[config.mk]
export PLATFORM = sky130hd
export DESIGN_NAME = mem_access_stage
export DESIGN_NICKNAME = d
export VERILOG_FILES = /design/src/rtl/mem_access_stage.sv
export SDC_FILE = /design/constraint.sdc
export NUM_CORES = 1
export LEC_CHECK = 0
export CAP_MARGIN = 20
export CORE_MARGIN = 10
export CORE_UTILIZATION = 60
export CTS_CLUSTER_DIAMETER = 40
export CTS_CLUSTER_SIZE = 30
export DETAILED_ROUTE_END_ITERATION = 7
export DONT_BUFFER_PORTS = 1
export GPL_ROUTABILITY_DRIVEN = 0
export PLACE_DENSITY_LB_ADDON = 0.2
export SYNTH_ARGS = -nofsm -noshare
export SYNTH_HDL_FRONTEND = slang
export SYNTH_SLANG_ARGS = --single-unit
[constraint.sdc]
create_clock -name clk -period 4.1 [get_ports clk]
set_input_delay 0.82 -clock clk [delete_from_list [all_inputs] [get_ports clk]]
set_output_delay 0.82 -clock clk [all_outputs]
set_load 0.02 [all_outputs]
[src/rtl/mem_access_stage.sv]
// Memory-access pipeline stage: turns M-stage load/store control into a held,
// byte-enabled word request on a valid/ready port and extends the returned load data.
module mem_access_stage #(
   parameter int DATA_WIDTH = 32
) (
   input  logic                  clk,
   input  logic                  reset,
   input  logic                  MemReadM,
   input  logic                  MemWriteM,
   input  logic [2:0]            Funct3M,
   input  logic [DATA_WIDTH-1:0] ALUResultM,
   input  logic [DATA_WIDTH-1:0] WriteDataM,
   output logic                  dmem_req,
   output logic                  dmem_we,
   output logic [DATA_WIDTH-1:0] dmem_addr,
   output logic [3:0]            dmem_be,
   output logic [DATA_WIDTH-1:0] dmem_wdata,
   input  logic                  dmem_ready,
   input  logic [DATA_WIDTH-1:0] dmem_rdata,
   output logic [DATA_WIDTH-1:0] ReadDataM,
   output logic                  StallM,
   output logic                  AccessFaultM
);

   typedef enum logic [1:0] {IDLE, BUSY, DONE} state_e;

   state_e                state_q, state_d;
   logic                  req_q, req_d;
   logic                  we_q, we_d;
   logic [DATA_WIDTH-1:0] addr_q, addr_d;
   logic [3:0]            be_q, be_d;
   logic [DATA_WIDTH-1:0] wdata_q, wdata_d;
   logic [2:0]            f3_q, f3_d;
   logic [1:0]            off_q, off_d;
   logic [DATA_WIDTH-1:0] rdata_q, rdata_d;

   logic                  acc;
   logic                  illegal;
   logic                  fault;
   logic [3:0]            beNew;
   logic [DATA_WIDTH-1:0] wdNew;
   logic [7:0]            laneByte;
   logic [15:0]           laneHalf;
   logic [DATA_WIDTH-1:0] loadExt;

   assign acc     = MemReadM | MemWriteM;
   assign illegal = (MemReadM & MemWriteM)
                  | (Funct3M == 3'b011) | (Funct3M == 3'b110) | (Funct3M == 3'b111)
                  | (MemWriteM & Funct3M[2])
                  | ((Funct3M[1:0] == 2'b01) & ALUResultM[0])
                  | ((Funct3M[1:0] == 2'b10) & (ALUResultM[1:0] != 2'b00));
   assign fault        = acc & illegal;
   assign AccessFaultM = fault;

   // Lane placement of the incoming access; loads carry no write data.
   always_comb begin
      beNew = 4'b1111;
      wdNew = WriteDataM;
      case (Funct3M[1:0])
         2'b00: begin
            beNew = 4'b0001 << ALUResultM[1:0];
            wdNew = {4{WriteDataM[7:0]}};
         end
         2'b01: begin
            beNew = ALUResultM[1] ? 4'b1100 : 4'b0011;
            wdNew = {2{WriteDataM[15:0]}};
         end
         default: ;
      endcase
      if (!MemWriteM) wdNew = '0;
   end

   always_comb begin
      laneByte = dmem_rdata[7:0];
      case (off_q)
         2'd1:    laneByte = dmem_rdata[15:8];
         2'd2:    laneByte = dmem_rdata[23:16];
         2'd3:    laneByte = dmem_rdata[31:24];
         default: ;
      endcase
      laneHalf = off_q[1] ? dmem_rdata[31:16] : dmem_rdata[15:0];
      case (f3_q)
         3'b000:  loadExt = {{24{laneByte[7]}}, laneByte};
         3'b100:  loadExt = {24'd0, laneByte};
         3'b001:  loadExt = {{16{laneHalf[15]}}, laneHalf};
         3'b101:  loadExt = {16'd0, laneHalf};
         default: loadExt = dmem_rdata;
      endcase
   end

   // DONE exists so the held instruction cannot re-issue while the pipeline advances.
   always_comb begin
      state_d = state_q;
      req_d   = req_q;
      we_d    = we_q;
      addr_d  = addr_q;
      be_d    = be_q;
      wdata_d = wdata_q;
      f3_d    = f3_q;
      off_d   = off_q;
      rdata_d = rdata_q;
      StallM  = 1'b0;
      case (state_q)
         IDLE: begin
            if (acc && !fault) begin
               state_d = BUSY;
               req_d   = 1'b1;
               we_d    = MemWriteM;
               addr_d  = {ALUResultM[DATA_WIDTH-1:2], 2'b00};
               be_d    = beNew;
               wdata_d = wdNew;
               f3_d    = Funct3M;
               off_d   = ALUResultM[1:0];
               StallM  = 1'b1;
            end else if (fault) begin
               rdata_d = '0;
            end
         end
         BUSY: begin
            StallM = 1'b1;
            if (dmem_ready) begin
               state_d = DONE;
               req_d   = 1'b0;
               if (!we_q) rdata_d = loadExt;
            end
         end
         DONE:    state_d = IDLE;
         default: state_d = IDLE;
      endcase
   end

   always_ff @(posedge clk) begin
      if (!reset) begin
         state_q <= IDLE;
         req_q   <= 1'b0;
         we_q    <= 1'b0;
         addr_q  <= '0;
         be_q    <= 4'b0000;
         wdata_q <= '0;
         f3_q    <= 3'b000;
         off_q   <= 2'b00;
         rdata_q <= '0;
      end else begin
         state_q <= state_d;
         req_q   <= req_d;
         we_q    <= we_d;
         addr_q  <= addr_d;
         be_q    <= be_d;
         wdata_q <= wdata_d;
         f3_q    <= f3_d;
         off_q   <= off_d;
         rdata_q <= rdata_d;
      end
   end

   assign dmem_req   = req_q;
   assign dmem_we    = we_q;
   assign dmem_addr  = addr_q;
   assign dmem_be    = be_q;
   assign dmem_wdata = wdata_q;
   assign ReadDataM  = rdata_q;

endmodule

### After elaboration in Yosys (flattened, before gate mapping)

Cells that the tools add are included.

* add/sub/neg operators: 0
* multipliers: 0
* div/mod/pow operators: 0
* order comparisons: 0
* equal/unequal tests: 17
* shift operators: 1
* muxes and demuxes: 20
* bitwise gates (word level): 12
* reductions and logical operators: 11

Operators by type and width (number)
* $mux 32: 5
* $pmux 32 s2: 2
* $pmux 32 s4: 1
* $pmux 8 s3: 1
* $mux 16: 1
* $eq 3x3->1 const B: 4
* $ne 2x2->1 const B: 5
* $pmux 4 s2: 1
* $or 1x1->1: 7
* $eq 2x1->1 const B: 3
* $eq 2x2->1 const B: 3
* $and 1x1->1: 5
* $reduce_and 5->1: 1
* $logic_not 2->1: 2
* $mux 2: 2
* $mux 4: 1
* $pmux 1 s2: 2
* $pmux 2 s2: 1
* $reduce_and 2->1: 2
* $reduce_bool 2->1: 2
* $shl 1x2->4 const A: 1
* $eq 3x1->1 const B: 1
* $eq 3x2->1 const B: 1
* $logic_not 3->1: 1
* other kinds (4): 6

* bits in registers: 107
* latch bits: 0
* bits in writable memories: 0
* ROM bits: 0
* bits of input ports: 104
* output and inout bits: 104
* logic and storage cells: 70
* memories kept: 0

### Logic depth before layout (Yosys ltp)

Gate-level depths: netlist of the first run.

* depth after elaboration: 12
* mapped depth: 8
* gate-level depth less buffers: 4

### Worst setup path after synthesis of the first run

OpenSTA, ideal clock, no wires.

* kind: input port to output port
* from: in Funct3M[0]
* to: out StallM
* arrival time: 2.052 ns
* data required time: 3.280 ns
* slack: 1.228 ns
* stages on the path: 7
* buffers on the path: 3
* cells stage by stage: buf_2 > nor2_8 > o211a_1 > buf_4 > clkbuf_1 > nand2_1 > nand2_1

* longest elaborated chain between the ends: 12
* elaborated cells on any way between the ends: 18
* those cells by class: 5 x eq/ne; 2 x mux; 9 x bitwise; 2 x reduce/logical

RTL lines
* start: declaration: line 10 `input logic [2:0] Funct3M,`
* $eq 3x2->1: line 48 `| (Funct3M == 3'b011) | (Funct3M == 3'b110) | (Funct3M == 3'b111)`
* $or 1x1->1 (3 in a row): line 48
* $or 1x1->1: line 49 `| (MemWriteM & Funct3M[2])`
* $or 1x1->1: line 50 `| ((Funct3M[1:0] == 2'b01) & ALUResultM[0])`
* $or 1x1->1 *: line 51 `| ((Funct3M[1:0] == 2'b10) & (ALUResultM[1:0] != 2'b00));`
* $and 1x1->1 *: line 52 `assign fault = acc & illegal;`
* $logic_not 1->1 *: line 105 `if (acc && !fault) begin`
* $logic_and 1x1->1 *: line 105
* $mux 1 *: line 105
* $pmux 1 s2 *: line 103 `case (state_q)`
* end: declaration: line 21 `output logic StallM,`

Mark *: on every way between the ends. The rest lies on a longest branch, timed or not.

### Worst setup path after layout of the first run

* from: in Funct3M[2]
* to: out AccessFaultM

* longest elaborated chain between the ends: 8
* elaborated cells on any way between the ends: 11
* those cells by class: 3 x eq/ne; 8 x bitwise

RTL lines
* $eq 3x2->1: line 48
* $or 1x1->1 (3 in a row): line 48
* $or 1x1->1 *: line 49
* $or 1x1->1 *: line 50
* $or 1x1->1 *: line 51
* $and 1x1->1 *: line 52
* end: declaration: line 22 `output logic AccessFaultM`

Marks and branches as above.

==> results of run 1 <==
## logic make-up (layout without fill, tap and decap cells)
logic type / after synthesis / in the layout / synth area share
AO/OA/AOI/OAI: 219 / 219 / 0.301
AND/OR/NAND/NOR: 121 / 121 / 0.126
flip-flops: 107 / 107 / 0.424
buffers and inverters: 66 / 33 / 0.0582
multiplexers: 45 / 45 / 0.0892
other: 1 / 2 / 0.000743
## worst min-delay path by stage
stage	slack, ns	cells after the start	end	startpoint
after floorplan	0.50	2	f3_q[2]	f3_q[2]
after global placement	0.54	2	f3_q[2]	f3_q[2]
after detailed placement	0.56	2	f3_q[2]	f3_q[2]
after CTS	0.57	1	dmem_wdata[1]	WriteDataM[1]
after global routing	0.56	1	dmem_wdata[6]	WriteDataM[6]
final	0.57	2	ReadDataM[2]	ReadDataM[2]
## power groups by stage
stage                     Clock [mW]  Combinational (mW)  Sequential [mW]
final                          0.670               0.252             1.16
after CTS                      0.674               0.250             1.16
after detailed placement           0               0.250             1.19
after floorplan                    0               0.221             1.17
after global routing           0.719               0.278             1.17
after global placement             0               0.237             1.19
## sequential cells by signal, indices dropped and copies added (netlist names)
| signal | flops |
|---|---|
| off_q | 2 |
| dmem_req | 1 |
| ReadDataM | 32 |
| dmem_we | 1 |
| dmem_addr | 30 |
| f3_q | 3 |
| dmem_wdata | 32 |
| dmem_be | 4 |
| state_q | 2 |
## per-stage QoR
step / util / total power [mW]
4_1_cts: 0.637 / 2.09
3_3_place_gp: 0.609 / 1.42
3_5_place_dp: 0.612 / 1.44
6_report: 0.637 / 2.08
2_1_floorplan: - / 1.39
5_1_grt: 0.637 / 2.17
## layout make-up
cell class	count	area, um^2	area share
clock buffer	10	128	0.0244
clock inverter	6	72.6	0.0139
inverter	7	26.3	0.00502
multi-input combinational	387	2640	0.504
sequential	107	2140	0.410
tap	105	131	0.0251
timing repair buffer	10	95.1	0.0182
## cell usage in the layout, fill, tap and decap left out, types with 2 or more instances in the layout
master / Yosys / final
dfxtp_1: 107 / 107
o21ai_0: 50 / 50
a21oi_1: 46 / 46
mux2i_1: 45 / 45
nand2_1: 39 / 39
nand3_1: 35 / 35
o2bb2ai_1: 23 / 23
nand2b_1: 20 / 20
a211oi_1: 18 / 18
a22o_1: 16 / 16
o22ai_1: 10 / 10
a31o_2: 10 / 10
o2111ai_1: 9 / 9
o31ai_1: 9 / 9
clkbuf_8: 0 / 9
buf_4: 4 / 9
nor2_1: 7 / 7
inv_1: 7 / 7
a31o_1: 6 / 6
nor2b_1: 4 / 4
o221ai_1: 4 / 4
nor3b_1: 4 / 4
a22oi_1: 3 / 3
a21oi_2: 2 / 2
a311oi_1: 2 / 2
conb_1: 1 / 2
clkinv_4: 0 / 2
## worst max-delay path, stage by stage
cell and delay [ns]:
o21ai_0 0.35, o211a_2 0.29, buf_4 0.33, nor2_1 0.20
## layer usage
metal  global-route usage  share of wire  routed length (um)
met5                    0              0                   0
met3               0.0913           0.11                1720
met4               0.0643          0.016                 240
met1                0.283           0.40                6030
met2                0.348           0.47                7030
==> flow_metrics.tcl, run 1 <==
set metrics [dict create \
    yosysWarnings 0 \
    antenna_found_initial 0 \
    cp_data_arrival_time_ns 1.99 \
    drv_slew 0 \
    internal_power_mw 1.46 \
    worst_slew_pin_slew_ns 0.948 \
    fin_skew_ns 0.0200 \
    grt_pass1_wl_um 23300 \
    max_clock_freq_mhz 356 \
    worst_r2r_endpoint "ReadDataM[19]" \
    p_sw_frac 0.297 \
    p_sw_mw 0.619 \
    fill_cells 730 \
    syn-cell-area_mm2 0.00505 \
    hold-worst-slack_ns 0.571 \
    htreeDepth 3 \
    synthesis.instances 559 \
    ys_seq_area_frac 0.424 \
    drive_above_1_share 0.0911 \
    synth_edf_count 0 \
    die_w_um 112 \
    yosys.area.top_type "dfxtp_1" \
    place_area_mm2 0.00503 \
    synth_top_area_frac 0.424 \
    grt_setup_unrepaired "no" \
    nets 626 \
    drv_cap 0 \
    routed_wl_um 15000 \
    worst-endpoint-required_ns 3.28 \
    grt_pass1_vias 3979 \
    drc_errors 0 \
    setup_ws_ns 1.29 \
    dp_cells 616 \
    die_h_um 112 \
    ir_worst_vdd_v 0.000214 \
    clockBufferDepth 2 \
    core_area_mm2 0.00822 \
    cts-root-buf "clkbuf_8" \
    post_cts_buffers 0 \
    path_class "primary input to primary output" \
    cts.sinks 107 \
    netlist_top_cells_count "dfxtp_1 (107), o21ai_0 (50), a21oi_1 (46)" \
    crit_start "Funct3M[2]" \
    fp-row-count 33 \
    via_per_inst 6.75 \
    pre_cts_ws_ns 1.30 \
    period_minus_slack_ns 2.81 \
    fp.dieArea_mm2 0.0125 \
    diodes 0 \
    cts_buffers 9 \
    relSlewSlack 0.367 \
    firstDrtPassIters 5 \
    cp_max_fo 32 \
    clk_latency_ns 0.38 \
    tritoncts "done" \
    p_leak_nw 1.80 \
    min_path_type "flop to flop" \
    reg2regPathDepth 3 \
    drtIter0Drc 379 \
    fin_cells 632 \
    pin_count 208 \
    synthFlopType "dfxtp_1" \
    hpwl_um 11000 \
    fin_area_mm2 0.00523 \
    worstReg2RegStart "f3_q[1]" \
    syn_avg_cell_area_um2 9.03 \
    grt_usage 0.225 \
    ys_ff_latch 107 \
    seq_power_share 0.557 \
    crit_path_start_kind "primary input" \
    fin_setup_tns_ns 0 \
    clockPowerShare 0.321 \
    grt_overflow 0 \
    vias 4265 \
    async_reset_ff_frac 0 \
    status "completed" \
    finalCritPeriodShare 0.686 \
    setup_viol 0 \
    initial_core_util 0.614 \
    synth.most_common_cell "dfxtp_1" \
    powerDensity_mw_per_mm2 398 \
    area_delta_synth_final_pct 3.59 \
    path_clk_slew_ns 0.10 \
    endpoint "AccessFaultM" \
    grt_max_degree 58 \
    pwr-share-comb 0.121 \
    ant_nets 0 \
    synth_cell_types 50 \
    endpoint_kind "primary output" \
    synth_area_leaders "dfxtp_1 (42%), mux2i_1 (8.9%), o21ai_0 (5.0%), a21oi_1 (4.6%), o2bb2ai_1 (4.0%)" \
    wl_per_cell_um 23.8 \
    hold_viol_final 0 \
    hold_buffers 0 \
    r2r_slack_ns 1.78 \
    cts_resized 0 \
    place.port_buffers 0 \
]
Note: power is estimated with default switching activity, not from simulation.
==> run 2, diff against run 1 <==
ABC_AREA = 1   (was default)
clock period = 2.77 ns   (was 4.1 ns; I/O delays follow)
==> run 2 against run 1 <==
  * Non-clock buffer count shrank 3
  * Worst setup slack got worse by 0.88 ns
  * Cell area up 0.29%
  * Routed wire length grew 2.6%
  * Via count is 15% higher
  * Largest power group unchanged
==> flow_metrics.tcl, run 2 <==
set metrics [dict create \
    pre_cts_ws_ns 0.581 \
    setup_viol 0 \
    ant_nets 0 \
    period_minus_slack_ns 2.36 \
    worst_path_max_delay_cell "dfxtp_1" \
    cp_data_arrival_time_ns 2.68 \
    grt_overflow 0 \
    drv_cap 0 \
    hold_buffers 0 \
    fin_skew_ns 0.0175 \
    place_area_mm2 0.00502 \
    ys_seq_area_frac 0.421 \
    path_clk_slew_ns 0.11 \
    initial_core_util 0.620 \
    drv_slew 0 \
    synth_area_leaders "dfxtp_1 (42%), nand2_1 (17%), a21oi_1 (11%), nand3_1 (6.4%), nor2_1 (5.8%)" \
    synthesis.instances 767 \
    yosysWarnings 0 \
    grt_pass1_wl_um 23800 \
    cts-root-buf "clkbuf_8" \
    grt_usage 0.227 \
    syn_avg_cell_area_um2 6.64 \
    worst-endpoint-required_ns 3.09 \
    cts_resized 0 \
    place.port_buffers 0 \
    worst_slew_pin_slew_ns 0.815 \
    crit_path_start_kind "flop" \
    endpoint_kind "flop" \
    nets 841 \
    netlist_top_cells_count "nand2_1 (227), a21oi_1 (109), dfxtp_1 (107)" \
    hold_viol_final 0 \
    yosys.area.top_type "dfxtp_1" \
    synthMuxAreaShare 0 \
    synthFlopType "dfxtp_1" \
    syn-cell-area_mm2 0.00509 \
    die_h_um 112 \
    antenna_found_initial 0 \
    drtIter0Drc 373 \
    final_common_cell "nand2_1" \
    synth_edf_count 0 \
    clk_latency_ns 0.38 \
    r2r_slack_ns 0.41 \
    routed_wl_um 15400 \
    totalPowerFinal_mw 3.41 \
    cts.sinks 107 \
    ys_ff_latch 107 \
    max_clock_freq_mhz 423 \
    synth_top_family_by_area "simple AND/OR/NAND/NOR gates" \
    path_class "flop to flop" \
    post_cts_buffers 0 \
    fp.dieArea_mm2 0.0126 \
    synthAdderAreaFrac 0 \
    synthSimpleGateAreaFrac 0.317 \
    grt_pass1_vias 4683 \
    wl_per_cell_um 18.2 \
    synth_top_area_frac 0.421 \
    cts_buffers 9 \
    async_reset_ff_frac 0 \
    drive_above_1_share 0.0553 \
    tritoncts "done" \
    fp-row-count 33 \
    setup_ws_ns 0.405 \
    synth.most_common_cell "nand2_1" \
    status "completed" \
    synth_compound_area_frac 0.165 \
    via_per_inst 5.79 \
    layout_common_cells "nand2_1 (227), a21oi_1 (109), dfxtp_1 (107)" \
    relSlewSlack 0.454 \
    area_delta_synth_final_pct 3.02 \
    finalCritPeriodShare 0.854 \
    diodes 0 \
    drc_errors 0 \
    min_path_type "primary input to flop" \
    pin_count 208 \
    vias 4902 \
    fin_area_mm2 0.00525 \
    ir_worst_vdd_v 0.000344 \
    clockBufferDepth 2 \
    whs_path_depth 2 \
    grt_max_degree 52 \
    fin_cells 847 \
    grt_setup_unrepaired "no" \
    dp_cells 831 \
    cp_slowest_stage_delay_ns 0.66 \
    powerDensity_mw_per_mm2 649 \
    die_w_um 112 \
    reg2regPathDepth 8 \
    cp_max_fo 17 \
    core_area_mm2 0.00822 \
    synth-xor-area-share 0 \
    hpwl_um 11500 \
    p_leak_nw 2.08 \
    crit_chain "inv_2 > nand2_1 > nand3_1 > nand3_1 > nand2_1 > nand2_1 > nand3_1 > a21oi_1" \
    fin_setup_tns_ns 0 \
    fill_cells 803 \
    firstDrtPassIters 7 \
    synth_cell_types 28 \
    htreeDepth 3 \
]
run 2: critical path: cells and delay by family, from the launching register on:
kind            cells  cell delay, ns
compound gates      1            0.17
buf+inv             1            0.24
flops               1            0.66
simple gates        6            1.23
run 2: layout make-up:
| type | instances | area, um^2 | share of cell area |
|---|---|---|---|
| repair buffers | 7 | 65.1 | 0.0124 |
| clock buffers | 9 | 124 | 0.0236 |
| clock inverters | 7 | 103 | 0.0196 |
| flip-flops and latches | 107 | 2140 | 0.408 |
| inverters | 58 | 219 | 0.0417 |
| multi-input cells | 554 | 2460 | 0.469 |
| well taps | 105 | 131 | 0.0250 |
run 2: worst paths after layout:
path | to | from
worst max-delay path | ReadDataM[29] | off_q[1]
worst min-delay path | ReadDataM[15] | reset
worst max register to register | ReadDataM[29] | off_q[1]
worst min register to register | f3_q[0] | f3_q[0]
run 2: per-layer routing:
metal | GRT usage | routed length (um) | up-vias | share of wire
li1 | - | - | 2402 | -
met1 | 0.232 | 5300 | 2184 | 0.34
met2 | 0.380 | 7360 | 270 | 0.48
met3 | 0.122 | 2280 | 46 | 0.15
met4 | 0.0973 | 463 | 0 | 0.030
met5 | 0 | 0 | - | 0
run 2: logic make-up (layout without fill, tap and decap cells):
| group | after synthesis | count (layout) |
|---|---|---|
| AO/OA/AOI/OAI | 164 | 164 |
| buffers and inverters | 107 | 81 |
| flip-flops | 107 | 107 |
| other | 1 | 2 |
| AND/OR/NAND/NOR | 388 | 388 |
run 2: where the power goes:
group	leakage [nW]	internal (mW)	switching, mW
Combinational	1.10	0.160	0.330
Sequential	0.872	1.63	0.182
Clock	0.111	0.523	0.581
run 2: per-stage QoR:
| step | hold WS, ns | utilization |
|---|---|---|
| 2_1_floorplan | 0.457 | - |
| 6_report | 0.286 | 0.638 |
| 3_5_place_dp | 0.487 | 0.611 |
| 3_3_place_gp | 0.475 | 0.611 |
| 4_1_cts | 0.266 | 0.638 |
| 5_1_grt | 0.261 | 0.638 |
